## config.mk

```make
export PLATFORM = sky130hd
export DESIGN_NAME = pll_domain_seq
export DESIGN_NICKNAME = d
export VERILOG_FILES = /design/src/rtl/pll_domain_seq.sv
export SDC_FILE = /design/constraint.sdc
export NUM_CORES = 1
export LEC_CHECK = 0
export BUFFER_PORTS_ARGS = -buffer_cell sky130_fd_sc_hd__buf_2
export CAP_MARGIN = 20
export CORE_ASPECT_RATIO = 2
export CORE_MARGIN = 10
export CORE_UTILIZATION = 58
export CTS_CLUSTER_SIZE = 16
export DETAILED_ROUTE_END_ITERATION = 16
export HOLD_SLACK_MARGIN = 0.05
export PLACE_DENSITY = 0.93
export SLEW_MARGIN = 0
export SYNTH_ARGS = -nofsm -noshare
export SYNTH_HDL_FRONTEND = slang
export SYNTH_SLANG_ARGS = --single-unit
```

## constraint.sdc

```tcl
create_clock -name clk_i -period 3.45 [get_ports clk_i]
set_input_delay 0.1725 -clock clk_i [delete_from_list [all_inputs] [get_ports clk_i]]
set_output_delay 0.1725 -clock clk_i [all_outputs]
set_load 0.03 [all_outputs]
```

## src/rtl/pll_domain_seq.sv

```systemverilog
// pll_domain_seq: gate/reset/reprogram/relock sequencer for one PLL clock domain.
// Define PLL_SEQ_TIMEOUT_EN to add the WAIT_LOCK timeout counter and sticky err_o.
module pll_domain_seq #(
    parameter int REF_DIV_BW   = 4,
    parameter int FB_DIV_BW    = 12,
    parameter int INIT_REF_DIV = 1,
    parameter int INIT_FB_DIV  = 1,
    parameter int GATE_CYCLES  = 4,
    parameter int RST_HOLD     = 8,
    parameter int LOCK_STABLE  = 4,
    parameter int LOCK_TIMEOUT = 1024
) (
    input  logic                  clk_i,
    input  logic                  arst_i,
    input  logic                  req_valid_i,
    output logic                  req_ready_o,
    input  logic [REF_DIV_BW-1:0] req_ref_div_i,
    input  logic [FB_DIV_BW-1:0]  req_fb_div_i,
    output logic [REF_DIV_BW-1:0] pll_ref_div_o,
    output logic [FB_DIV_BW-1:0]  pll_fb_div_o,
    input  logic                  pll_locked_i,
    output logic                  dom_clk_en_o,
    output logic                  dom_arst_n_o,
    output logic                  busy_o,
    output logic                  done_o,
    output logic                  err_o
);
    localparam int CMAX = (GATE_CYCLES > RST_HOLD) ? GATE_CYCLES : RST_HOLD;
    localparam int CW   = $clog2(CMAX + 1);
    localparam int SW   = $clog2(LOCK_STABLE + 1);

    typedef enum logic [2:0] {IDLE, ASSERT_RST, GATE, PROGRAM, WAIT_LOCK, UNGATE, RELEASE} state_t;

    state_t                state, state_nx;
    logic [1:0]            sync;
    logic [CW-1:0]         cnt, cnt_inc;
    logic [SW-1:0]         stable, stable_inc, stable_nx;
    logic [REF_DIV_BW-1:0] ref_sh, ref_nx;
    logic [FB_DIV_BW-1:0]  fb_sh, fb_nx;
    logic                  lock_s, accept, lock_ok, tmo_hit, clk_en_nx, arst_n_nx;

    assign lock_s     = sync[1];
    assign accept     = req_valid_i && req_ready_o;
    assign cnt_inc    = (cnt == CW'(CMAX)) ? cnt : cnt + 1'b1;
    assign stable_inc = (stable == SW'(LOCK_STABLE)) ? stable : stable + 1'b1;
    assign stable_nx  = lock_s ? stable_inc : '0;
    assign lock_ok    = stable_nx == SW'(LOCK_STABLE);

`ifdef PLL_SEQ_TIMEOUT_EN
    localparam int TW = $clog2(LOCK_TIMEOUT + 1);
    logic [TW-1:0] tmo, tmo_inc;
    assign tmo_inc = (tmo == TW'(LOCK_TIMEOUT)) ? tmo : tmo + 1'b1;
    assign tmo_hit = tmo_inc == TW'(LOCK_TIMEOUT);
    always_ff @(posedge clk_i or posedge arst_i) begin
        if (arst_i) begin
            tmo   <= '0;
            err_o <= 1'b0;
        end else begin
            tmo   <= (state == PROGRAM) ? '0 : (state == WAIT_LOCK) ? tmo_inc : tmo;
            err_o <= accept ? 1'b0 : (state == WAIT_LOCK && state_nx == IDLE) ? 1'b1 : err_o;
        end
    end
`else
    assign tmo_hit = 1'b0;
    assign err_o   = 1'b0;
`endif

    always_ff @(posedge clk_i or posedge arst_i) begin
        if (arst_i) state <= WAIT_LOCK;
        else        state <= state_nx;
    end

    always_comb begin
        state_nx = state;
        case (state)
            IDLE:       state_nx = accept ? ASSERT_RST : IDLE;
            ASSERT_RST: state_nx = GATE;
            GATE:       state_nx = (cnt_inc == CW'(GATE_CYCLES)) ? PROGRAM : GATE;
            PROGRAM:    state_nx = WAIT_LOCK;
            WAIT_LOCK:  state_nx = lock_ok ? UNGATE : tmo_hit ? IDLE : WAIT_LOCK;
            UNGATE:     state_nx = (cnt_inc == CW'(RST_HOLD)) ? RELEASE : UNGATE;
            RELEASE:    state_nx = IDLE;
            default:    state_nx = IDLE;
        endcase
    end

    always_comb begin
        ref_nx    = (state == PROGRAM) ? ref_sh : pll_ref_div_o;
        fb_nx     = (state == PROGRAM) ? fb_sh : pll_fb_div_o;
        clk_en_nx = (state == GATE) ? 1'b0 : (state == UNGATE) ? 1'b1 : dom_clk_en_o;
        arst_n_nx = (state == ASSERT_RST) ? 1'b0 : (state == RELEASE) ? 1'b1 : dom_arst_n_o;
    end

    // Synchroniser restarts in PROGRAM so a lock held over from the old dividers is not trusted.
    always_ff @(posedge clk_i or posedge arst_i) begin
        if (arst_i) begin
            sync          <= '0;
            cnt           <= '0;
            stable        <= '0;
            ref_sh        <= REF_DIV_BW'(INIT_REF_DIV);
            fb_sh         <= FB_DIV_BW'(INIT_FB_DIV);
            pll_ref_div_o <= REF_DIV_BW'(INIT_REF_DIV);
            pll_fb_div_o  <= FB_DIV_BW'(INIT_FB_DIV);
            dom_clk_en_o  <= 1'b0;
            dom_arst_n_o  <= 1'b0;
            req_ready_o   <= 1'b0;
            busy_o        <= 1'b1;
            done_o        <= 1'b0;
        end else begin
            sync          <= (state == PROGRAM) ? 2'b00 : {sync[0], pll_locked_i};
            cnt           <= (state != state_nx) ? '0 : cnt_inc;
            stable        <= (state == PROGRAM) ? '0 : (state == WAIT_LOCK) ? stable_nx : stable;
            ref_sh        <= accept ? req_ref_div_i : ref_sh;
            fb_sh         <= accept ? req_fb_div_i : fb_sh;
            pll_ref_div_o <= ref_nx;
            pll_fb_div_o  <= fb_nx;
            dom_clk_en_o  <= clk_en_nx;
            dom_arst_n_o  <= arst_n_nx;
            req_ready_o   <= state_nx == IDLE;
            busy_o        <= state_nx != IDLE;
            done_o        <= state == RELEASE;
        end
    end
endmodule

```

Word level (Yosys, flattened, before mapping)
Cells that the tools add are included.
- logic and storage cells: 50
- output and inout port bits: 22
- bits of input ports: 20
- bits in registers: 49
- muxes and demuxes: 16
- add/subtract/negate cells: 2
- reductions and logical operators: 7
- eq/ne operators: 12
- operator list (operator ; number):
    $pmux W3 S6 ; 1
    $eq A3 B3 Y1 const B ; 5
    $mux W3 ; 4
    $eq A4 B4 Y1 const B ; 2
    $mux W4 ; 2
    $mux W1 ; 7
    $eq A3 B2 Y1 const B ; 2
    $logic_not A3 Y1 ; 2
    $reduce_bool A2 Y1 ; 3
    $add A4 B1 Y4 const B ; 1
    $eq A4 B3 Y1 const B ; 1
    $mux W2 ; 2
    $add A3 B1 Y3 const B ; 1
    $eq A3 B1 Y1 const B ; 1
    $ne A3 B3 Y1 ; 1
    $reduce_bool A3 Y1 ; 1
    $logic_and A1 B1 Y1 ; 1

Logic depth before layout (Yosys ltp)
Gate-level depths: netlist of run 1.
- depth in word-level cells: 8
- depth in mapped cells: 7
- mapped depth without buffers: 7

Least setup slack after synthesis of run 1
Ideal clock, no wire load.
- path kind: register to register
- start: register cnt[0]
- end: register cnt[0]
- cell stages (with the launch flop): 7
- required time: 3320 ps
- library setup time: 130 ps
- buffers on the path: 0
- path slack: 1446 ps
- period minus slack after synthesis: 2004 ps
- arrival: 1874 ps
- path through: dfrtp_1 inv_2 ha_1 or4b_1 a311o_1 a311oi_2 nor2_1
- cells in the longest elaborated chain, start to end: 7
- elaborated cells on any way between the ends: 10
- those cells by class: add/sub (1); eq/ne (4); mux (5)
- ends and longest elaborated chain (item ; RTL line ; RTL):
    from (decl) ; 36 ; logic [CW-1:0] cnt, cnt_inc;
    from (signal assigned) ; 111 ; cnt <= (state != state_nx) ? '0 : cnt_inc;
    $add A4 B1 Y4 or $eq A4 B4 Y1 (tied branches) ; 44 ; assign cnt_inc = (cnt == CW'(CMAX)) ? cnt : cnt + 1'b1;
    $mux W4 (*) ; 44 ;
    $eq A4 B4 Y1 or $eq A4 B3 Y1 (tied branches) ; 81, 78 ;
    $mux W2 or $mux W1 (tied branches) ; 81, 78 ;
    $pmux W3 S6 ; 75 ; case (state)
    $ne A3 B3 Y1 ; 111 ;
    $mux W4 (*) ; 111 ;
Mark *: on every way between the ends. The rest lies on a longest branch, timed or not.
A chain may end at the register's enable or synchronous reset.

Final worst setup path of run 1
Ends and elaborated chain as after synthesis.

==> impl_metrics.py, run 1 <==
metrics = {
    "run_status": {
        "status": "completed",
    },
    "clocking": {
        "clock_path_buffers": 2,
        "clkTransAtPathRegs_ps": 80,
        "cts_setup_buffers": 0,
        "ctsHoldBuffers": 0,
        "cts_made_buffers": 5,
        "clock_latency_ps": 300,
        "cts_tree": "done",
        "htree_levels": 2,
        "root_buffer": "clkbuf_8",
        "cts.repair.resized": 0,
        "cts_sinks": 49,
    },
    "routing": {
        "postRouteAntennaNets": 0,
        "vias": 1596,
        "drtPass1Iterations": 5,
        "finalWirelength_mm": 4.45,
        "via_per_inst": 5.37,
        "avgRoutedWirePerCell_um": 15.0,
        "drc_errors": 0,
        "drtIter0Drc": 41,
    },
    "placed_design": {
        "numPortBuffers": 40,
        "place_area_um2": 2380,
        "gp_congestion": 0.833,
        "dp.cells": 289,
        "hpwlAfterDp_mm": 3.30,
        "dpl_worst_slack_ps": 1320,
    },
    "grt": {
        "grt_usage_pct": 14.1,
        "grt_max_degree": 50,
        "grt_pass1_vias": 1713,
        "grt_pass1_wl_mm": 7.65,
        "grt_antenna_before_repair": 0,
        "grt_busiest_layer": "met2",
        "gr-usage-met2_pct": 26.6,
        "met3_usage_pct": 3.47,
        "met1_usage_pct": 13.5,
        "grt_overflow": 0,
    },
    "power_and_ir_drop": {
        "ir_drop_uv": 595,
        "leakagePower_nw": 1.23,
        "totalPowerFinal_mw": 2.29,
        "powerDensity_nw_per_um2": 929,
    },
    "worst_setup_path": {
        "crit_slowest_cell": "or4b_1",
        "crit_start": "cnt[0]",
        "cp_max_fo": 5,
        "crit_path_cell_trace": "inv_2, ha_1, or4b_1, a311o_1, a311oi_2, nor2_1",
        "cp.arrival_ps": 2350,
        "cpLargestDelayFamily": "compound AO/OA/AOI/OAI gates",
        "required_ps": 3630,
        "r2r-start": "cnt[0]",
        "crit_buf_inv": 1,
        "worstSetupStartpointType": "flip-flop",
        "max_stage_delay_ps": 500,
        "crit_path_end_kind": "flip-flop",
        "path_class": "reg -> reg",
    },
    "cells_and_area": {
        "fin_nets": 271,
        "n_fill_cell": 273,
        "final_cell_mix": "nand2_1, dfrtp_1, buf_2",
        "layout-drive-gt1-share_pct": 29.4,
        "diodes": 0,
        "area_delta_synth_final_pct": 15.1,
        "final_common_cell": "nand2_1",
        "stdcell_count": 297,
        "final_util_pct": 68.5,
        "fin_area_um2": 2470,
    },
    "floorplan": {
        "die_w_um": 63.0,
        "die-area_um2": 6680,
        "fp.coreArea_um2": 3610,
        "io_pins": 42,
        "start_util_pct": 59.5,
        "die_y_um": 106,
        "row_count": 31,
    },
    "synthesis": {
        "synth_top_area_share_pct": 50.1,
        "async_flop_share_pct": 100,
        "yosys.area_share.simple_pct": 21.3,
        "ys_dominant_reg_cell": "dfrtp_1",
        "synthAdderAreaFrac_pct": 2.33,
        "synth_xor_area_share_pct": 1.22,
        "ys_warn_count": 0,
        "ys_ff_latch": 49,
        "synth.area.mux_share_pct": 8.40,
        "syn_avg_cell_area_um2": 10.4,
        "synth_edf_count": 0,
        "ys_seq_area_share_pct": 57.5,
        "netlist_area_um2": 2150,
        "synthDistinctLibCells": 37,
        "synth_top_family_by_area": "simple AND/OR/NAND/NOR gates",
        "synth_compound_area_share_pct": 5.54,
        "synthesis.nets": 231,
        "synth_area_leaders": "dfrtp_1, nand2_1, mux2_2, dfstp_2, ha_1",
        "synthCells": 207,
        "synth_top_area_cell": "dfrtp_1",
    },
    "min_path": {
        "hold_path.class": "in -> async",
    },
    "timing": {
        "clock.fmax_mhz": 461,
        "finalCritPeriodShare_pct": 62.9,
        "rsz0062_at_grt": "no",
        "drv_slew": 0,
        "relSlewSlack_pct": 35.8,
        "worst_pin_slew_ps": 962,
        "hold_viol_final": 0,
        "setup_tns_ps": 0,
        "setup_viol": 0,
        "fin_crit_ps": 2170,
        "fin_ws_ps": 1280,
        "skew_ps": 6.73,
        "worst_hold_slack_ps": 86.0,
    },
    "flow_run": {
        "maxCapViolations": 0,
    },
}
## area by class of cell
cell class                      count  area (um^2)  area share [%]
Multi-Input combinational cell    139          836            33.8
Clock buffer                        8         90.1            3.65
Inverter                           11         41.3            1.67
Timing Repair Buffer               41          208            8.41
Sequential cell                    49         1230            49.9
Tap cell                           49         61.3            2.48
## cell families after synthesis
logic type / after synthesis
DFF: 49
buffers and inverters: 19
xor gates and xnor gates: 3
muxes: 16
and+or+nand+nor: 98
AOI/OAI and AO/OA: 17
other: 1
adders and majority gates: 4
## cells in the mapped netlist (2+ instances only)
library cell,number
a21oi_1,3
a311o_1,2
and2_1,3
clkbuf_1,6
dfrtp_1,43
dfstp_2,6
ha_1,4
inv_1,9
mux2_2,16
nand2_1,60
nand2b_1,4
nand3_1,3
nand3b_1,4
nor2_1,9
nor2b_1,5
nor3b_1,2
o21ai_0,6
xor2_1,3
## worst reg2reg max path, stage by stage (launching register included)
cell and delay (ps):
dfrtp_1 430, inv_2 80, ha_1 220, or4b_1 500
a311o_1 370, a311oi_2 360, nor2_1 90
## worst paths after layout
kind,end,slack [ps],depth (start not counted)
max,cnt[0],1280,6
min,dom_clk_en_o,90,2
max reg2reg,cnt[0],1280,6
min reg2reg,sync[1],460,1
max in group asynchronous,fb_sh[3],2750,2
min in group clk_i,sync[0],90,2
## power by group
part           leakage, nW  internal, mW  switching [mW]
logic                0.585         0.357           0.561
registers            0.601         0.844           0.189
clock network       0.0455         0.164           0.180
## metal layers
layer | vias up | wire, um
met2 | 45 | 2520
met4 | 0 | 97
met5 | - | 0
met1 | 790 | 1640
li1 | 753 | -
met3 | 8 | 192
## sequential cells by signal (all words and copies together), names as in the netlist, 2 cells and up
name and count:
fb_sh 12, pll_fb_div_o 12, cnt 4, pll_ref_div_o 4
ref_sh 4, stable 3, state 3, sync 2
No activity file was read; power rests on OpenSTA's default activity.
==> run 2, diff against run 1 <==
Settings changed: CORE_UTILIZATION 58 to 49, PLACE_DENSITY 0.93 to 0.85.
Clock period 3.45 ns to 1.85 ns, I/O delays scaled along.
==> impl_metrics.py, run 2 (synthesis results as in run 1) <==
metrics = {
    "clocking": {
        "cts_made_buffers": 5,
        "cts_tree": "done",
        "cts_sinks": 49,
        "clkTransAtPathRegs_ps": 90,
        "clock_latency_ps": 300,
        "htree_levels": 2,
        "root_buffer": "clkbuf_8",
        "clock_path_buffers": 2,
    },
    "timing": {
        "setup_viol": 4,
        "skew_ps": 11.6,
        "drv_slew": 0,
        "fin_ws_ps": -87.2,
        "clock.fmax_mhz": 516,
        "fin_crit_ps": 1940,
        "relSlewSlack_pct": 66.3,
        "worst_pin_slew_ps": 504,
        "finalCritPeriodShare_pct": 105,
        "hold_viol_final": 0,
        "rsz0062_at_grt": "yes",
        "setup_tns_ps": -317,
    },
    "cells_and_area": {
        "final_common_cell": "nand2_1",
        "final_cell_mix": "nand2_1, dfrtp_1, buf_2",
        "area_delta_synth_final_pct": 31.6,
        "diodes": 0,
        "top_regs": "fb_sh (12), pll_fb_div_o (12)",
        "fin_nets": 302,
        "layout-drive-gt1-share_pct": 33.3,
    },
    "worst_setup_path": {
        "cp_max_fo": 3,
        "worstSetupStartpointType": "flip-flop",
        "required_ps": 2040,
        "path_class": "reg -> reg",
        "cp.arrival_ps": 2130,
        "crit_path_end_kind": "flip-flop",
    },
    "power_and_ir_drop": {
        "powerDensity_nw_per_um2": 1670,
        "ir_drop_uv": 1280,
        "leakagePower_nw": 1.40,
    },
    "run_status": {
        "violations": "negative setup slack",
        "status": "complete, but fails checks",
    },
    "routing": {
        "finalWirelength_mm": 4.95,
        "avgRoutedWirePerCell_um": 14.9,
        "vias": 1678,
        "via_per_inst": 5.04,
        "postRouteAntennaNets": 0,
        "drc_errors": 0,
        "drtPass1Iterations": 4,
        "drtIter0Drc": 49,
    },
    "floorplan": {
        "fp.coreArea_um2": 4300,
        "row_count": 34,
        "start_util_pct": 49.9,
        "die_y_um": 114,
        "io_pins": 42,
        "die_w_um": 66.8,
        "die-area_um2": 7590,
    },
    "grt": {
        "grt_pass1_vias": 1725,
        "grt_usage_pct": 13.9,
        "grt_overflow": 0,
        "grt_pass1_wl_mm": 8.26,
        "grt_antenna_before_repair": 0,
        "grt_max_degree": 26,
    },
    "flow_run": {
        "maxCapViolations": 0,
    },
    "placed_design": {
        "hpwlAfterDp_mm": 3.44,
        "dpl_worst_slack_ps": -68.2,
        "gp_congestion": 0.865,
        "numPortBuffers": 40,
    },
    "min_path": {
        "hold_path.class": "in -> async",
    },
}
-- run 2: changes by cell type in the layout (fill, tap and decap cells not counted), moves of 2 or more --
| cell | delta |
|---|---|
| bufinv_16 | +2 |
| dlygate4sd3_1 | +18 |
| buf_4 | +13 |
| clkbuf_1 | -2 |
-- run 2: final timing paths --
| kind | cells after the start | from | to | slack (ps) |
|---|---|---|---|---|
| max | 6 | cnt[0] | cnt[3] | -90 |
| min reg2reg | 1 | sync[0] | sync[1] | 450 |
| min | 3 | arst_i | done_o | 350 |
| max reg2reg | 6 | cnt[0] | cnt[3] | -90 |
| max in group asynchronous | 4 | arst_i | fb_sh[0] | 810 |
| min in group clk_i | 5 | req_valid_i | busy_o | 400 |
-- run 2: final cells by class --
cell class | instances | area [um^2]
fill | 327 | 1470
clock inverter | 3 | 65.1
timing repair buffer | 72 | 485
multi-input combinational | 139 | 862
inverter | 11 | 41.3
tap | 54 | 67.6
clock buffer | 5 | 68.8
sequential | 49 | 1230
-- run 2: power breakdown --
group          leakage (nW)  internal, mW  switching (mW)
Combinational         0.727         0.819            1.12
Clock                0.0681         0.537           0.358
Sequential            0.601          1.57           0.318
Total                  1.40          2.93            1.80
-- run 2: routing by layer --
layer / up-vias / GRT usage, % / share of wire, % / wire length (um)
met2: 37 / 24.9 / 57 / 2820
met3: 7 / 3.34 / 3.7 / 185
met1: 818 / 14.3 / 37 / 1840
met5: - / 0 / 0 / 0
li1: 816 / - / - / -
met4: 0 / 6.47 / 2.3 / 112
-- run 2: worst max-delay path: stages, from the launching register on --
cell,delay (ps)
dfrtp_1,370
inv_2,60
ha_4,160
or4b_4,500
a311o_1,340
a311oi_2,320
nor2_1,80
-- run 2: metrics by stage --
| stage | utilization, % | total power [mW] | cell area, um^2 | cells | hold slack [ps] |
|---|---|---|---|---|---|
| final | 65.7 | 4.73 | 2820 | 333 | 350 |
| after global routing | 65.7 | 5.03 | 2820 | 333 | 417 |
| after CTS | 65.4 | 4.73 | 2810 | 332 | 362 |
| after detailed placement | 57.9 | 3.80 | 2490 | 306 | 148 |
| after global placement | 57.9 | 3.71 | 2490 | 306 | 146 |
| after floorplan | - | 3.20 | 2160 | 207 | 221 |
-- run 2: what timing repair did --
item / 4_1_cts / 5_1_grt
hold buffers: 18 / 0
setup endpoints to repair: 5 / 5
endpoints found under the hold margin: 37 / 0
pin swaps: 0 / 1
setup buffers: 0 / 1
resized for setup: 1 / 2
==> run 3, diff against run 2 <==
Settings changed: PLACE_DENSITY 0.85 to 0.71.
==> impl_metrics.py, run 3 (synthesis results as in run 1) <==
metrics = {
    "timing": {
        "setup_tns_ps": -212,
        "hold_viol_final": 0,
        "fin_ws_ps": -77.7,
        "skew_ps": 8.50,
        "setup_viol": 3,
        "drv_slew": 0,
        "rsz0062_at_grt": "yes",
        "fin_crit_ps": 1930,
        "finalCritPeriodShare_pct": 104,
        "clock.fmax_mhz": 519,
    },
    "power_and_ir_drop": {
        "powerDensity_nw_per_um2": 1610,
        "comb_power_share_pct": 42.9,
        "p_int_mw": 2.74,
        "p_sw_share_pct": 39.0,
        "power_frac_clock_pct": 15.3,
        "ir_drop_uv": 1020,
        "seqPwrFrac_pct": 41.9,
        "totalPowerFinal_mw": 4.49,
        "leakagePower_nw": 1.38,
        "power.switching_mw": 1.75,
    },
    "clocking": {
        "htree_levels": 2,
        "cts_sinks": 49,
        "clock_latency_ps": 310,
        "clkTransAtPathRegs_ps": 80,
        "cts_tree": "done",
        "root_buffer": "clkbuf_8",
        "clock_path_buffers": 2,
        "cts_made_buffers": 5,
    },
    "routing": {
        "via_per_inst": 4.97,
        "drc_errors": 0,
        "drtPass1Iterations": 4,
        "postRouteAntennaNets": 0,
        "avgRoutedWirePerCell_um": 14.1,
        "vias": 1646,
        "finalWirelength_mm": 4.66,
        "drtIter0Drc": 46,
    },
    "worst_setup_path": {
        "crit_buf_inv": 1,
        "crit_path_end_kind": "flip-flop",
        "max_stage_delay_ps": 500,
        "required_ps": 2040,
        "cp_max_fo": 3,
        "worstSetupStartpointType": "flip-flop",
        "cp.arrival_ps": 2120,
        "crit_path_cell_trace": "inv_2, ha_4, or4b_4, a311o_1, a311oi_2, nor2_1",
        "crit_slowest_cell": "or4b_4",
        "cpLargestDelayFamily": "compound AO/OA/AOI/OAI gates",
        "path_class": "reg -> reg",
    },
    "cells_and_area": {
        "fin_nets": 300,
        "layout-drive-gt1-share_pct": 33.2,
        "final_cell_mix": "nand2_1, dfrtp_1, buf_2",
        "diodes": 0,
        "final_common_cell": "nand2_1",
        "area_delta_synth_final_pct": 30.0,
        "top_regs": "fb_sh (12), pll_fb_div_o (12)",
    },
    "run_status": {
        "violations": "negative setup slack",
        "status": "complete, but fails checks",
    },
    "min_path": {
        "hold_path.class": "in -> async",
    },
    "floorplan": {
        "die_w_um": 66.8,
        "die-area_um2": 7590,
        "row_count": 34,
        "start_util_pct": 49.9,
        "io_pins": 42,
        "fp.coreArea_um2": 4300,
        "die_y_um": 114,
    },
    "grt": {
        "grt_max_degree": 50,
        "grt_overflow": 0,
        "grt_pass1_wl_mm": 7.76,
        "grt_pass1_vias": 1723,
        "grt_antenna_before_repair": 0,
        "grt_usage_pct": 13.2,
    },
    "placed_design": {
        "gp_congestion": 0.788,
        "numPortBuffers": 40,
        "hpwlAfterDp_mm": 3.26,
    },
    "flow_run": {
        "maxCapViolations": 0,
    },
}
==> run 3: path summary, 6_finish.rpt <==
| kind | to | cells past startpoint | slack, ps | from |
|---|---|---|---|---|
| setup reg to reg | cnt[3] | 6 | -80 | cnt[0] |
| max in group asynchronous | busy_o | 4 | 1210 | arst_i |
| min in group clk_i | cnt[1] | 5 | 410 | req_valid_i |
| hold reg to reg | pll_ref_div_o[0] | 2 | 450 | ref_sh[0] |
| hold / removal | cnt[1] | 4 | 350 | arst_i |
| setup / recovery | cnt[3] | 6 | -80 | cnt[0] |
==> run 3: power by group through the flow <==
stage          clock, mW  combinational (mW)  sequential (mW)
2_1_floorplan          0                1.02             2.18
3_5_place_dp           0                1.90             1.89
3_3_place_gp           0                1.85             1.88
6_report           0.685                1.92             1.88
5_1_grt            0.737                2.15             1.95
4_1_cts            0.709                1.93             1.88
==> run 3: worst register-to-register path, cell delays in order (launching register included) <==
cell and delay [ps]:
dfrtp_1 360, inv_2 60, ha_4 160, or4b_4 500
a311o_1 320, a311oi_2 330, nor2_1 80
==> run 3: area by class of cell <==
cell class	instances	area, um^2
Clock inverter	1	5.00
Inverter	11	41.3
Timing Repair Buffer	70	483
Sequential cell	49	1230
Clock buffer	7	96.3
Fill cell	355	1510
Tap cell	54	67.6
Multi-Input combinational cell	139	862
==> run 3: timing repair <==
item	CTS	global route
buffers inserted	0	1
setup endpoints to repair	4	5
endpoints found under the hold margin	60	0
hold buffers	18	0
resized for setup	0	4
pin swaps	1	1
cloned	0	0
==> run 3: metal layers <==
layer	track usage [%]	share of wire, %	up-vias
met1	12.2	37	801
met5	0	0	-
met4	7.17	2.6	0
met3	3.34	3.8	9
met2	24.4	57	26
li1	-	-	810
==> run 3: metrics by stage <==
step / instance area [um^2] / instances / worst slack (ps) / util (%) / hold WS [ps]
global placement: 2490 / 304 / -26.9 / 57.9 / 143
detailed placement: 2490 / 304 / -59.2 / 57.9 / 155
floorplan: 2160 / 207 / -26.1 / - / 221
global route: 2790 / 331 / -166 / 64.9 / 386
finish: 2790 / 331 / -77.7 / 64.9 / 350
CTS: 2770 / 330 / -80.7 / 64.4 / 368
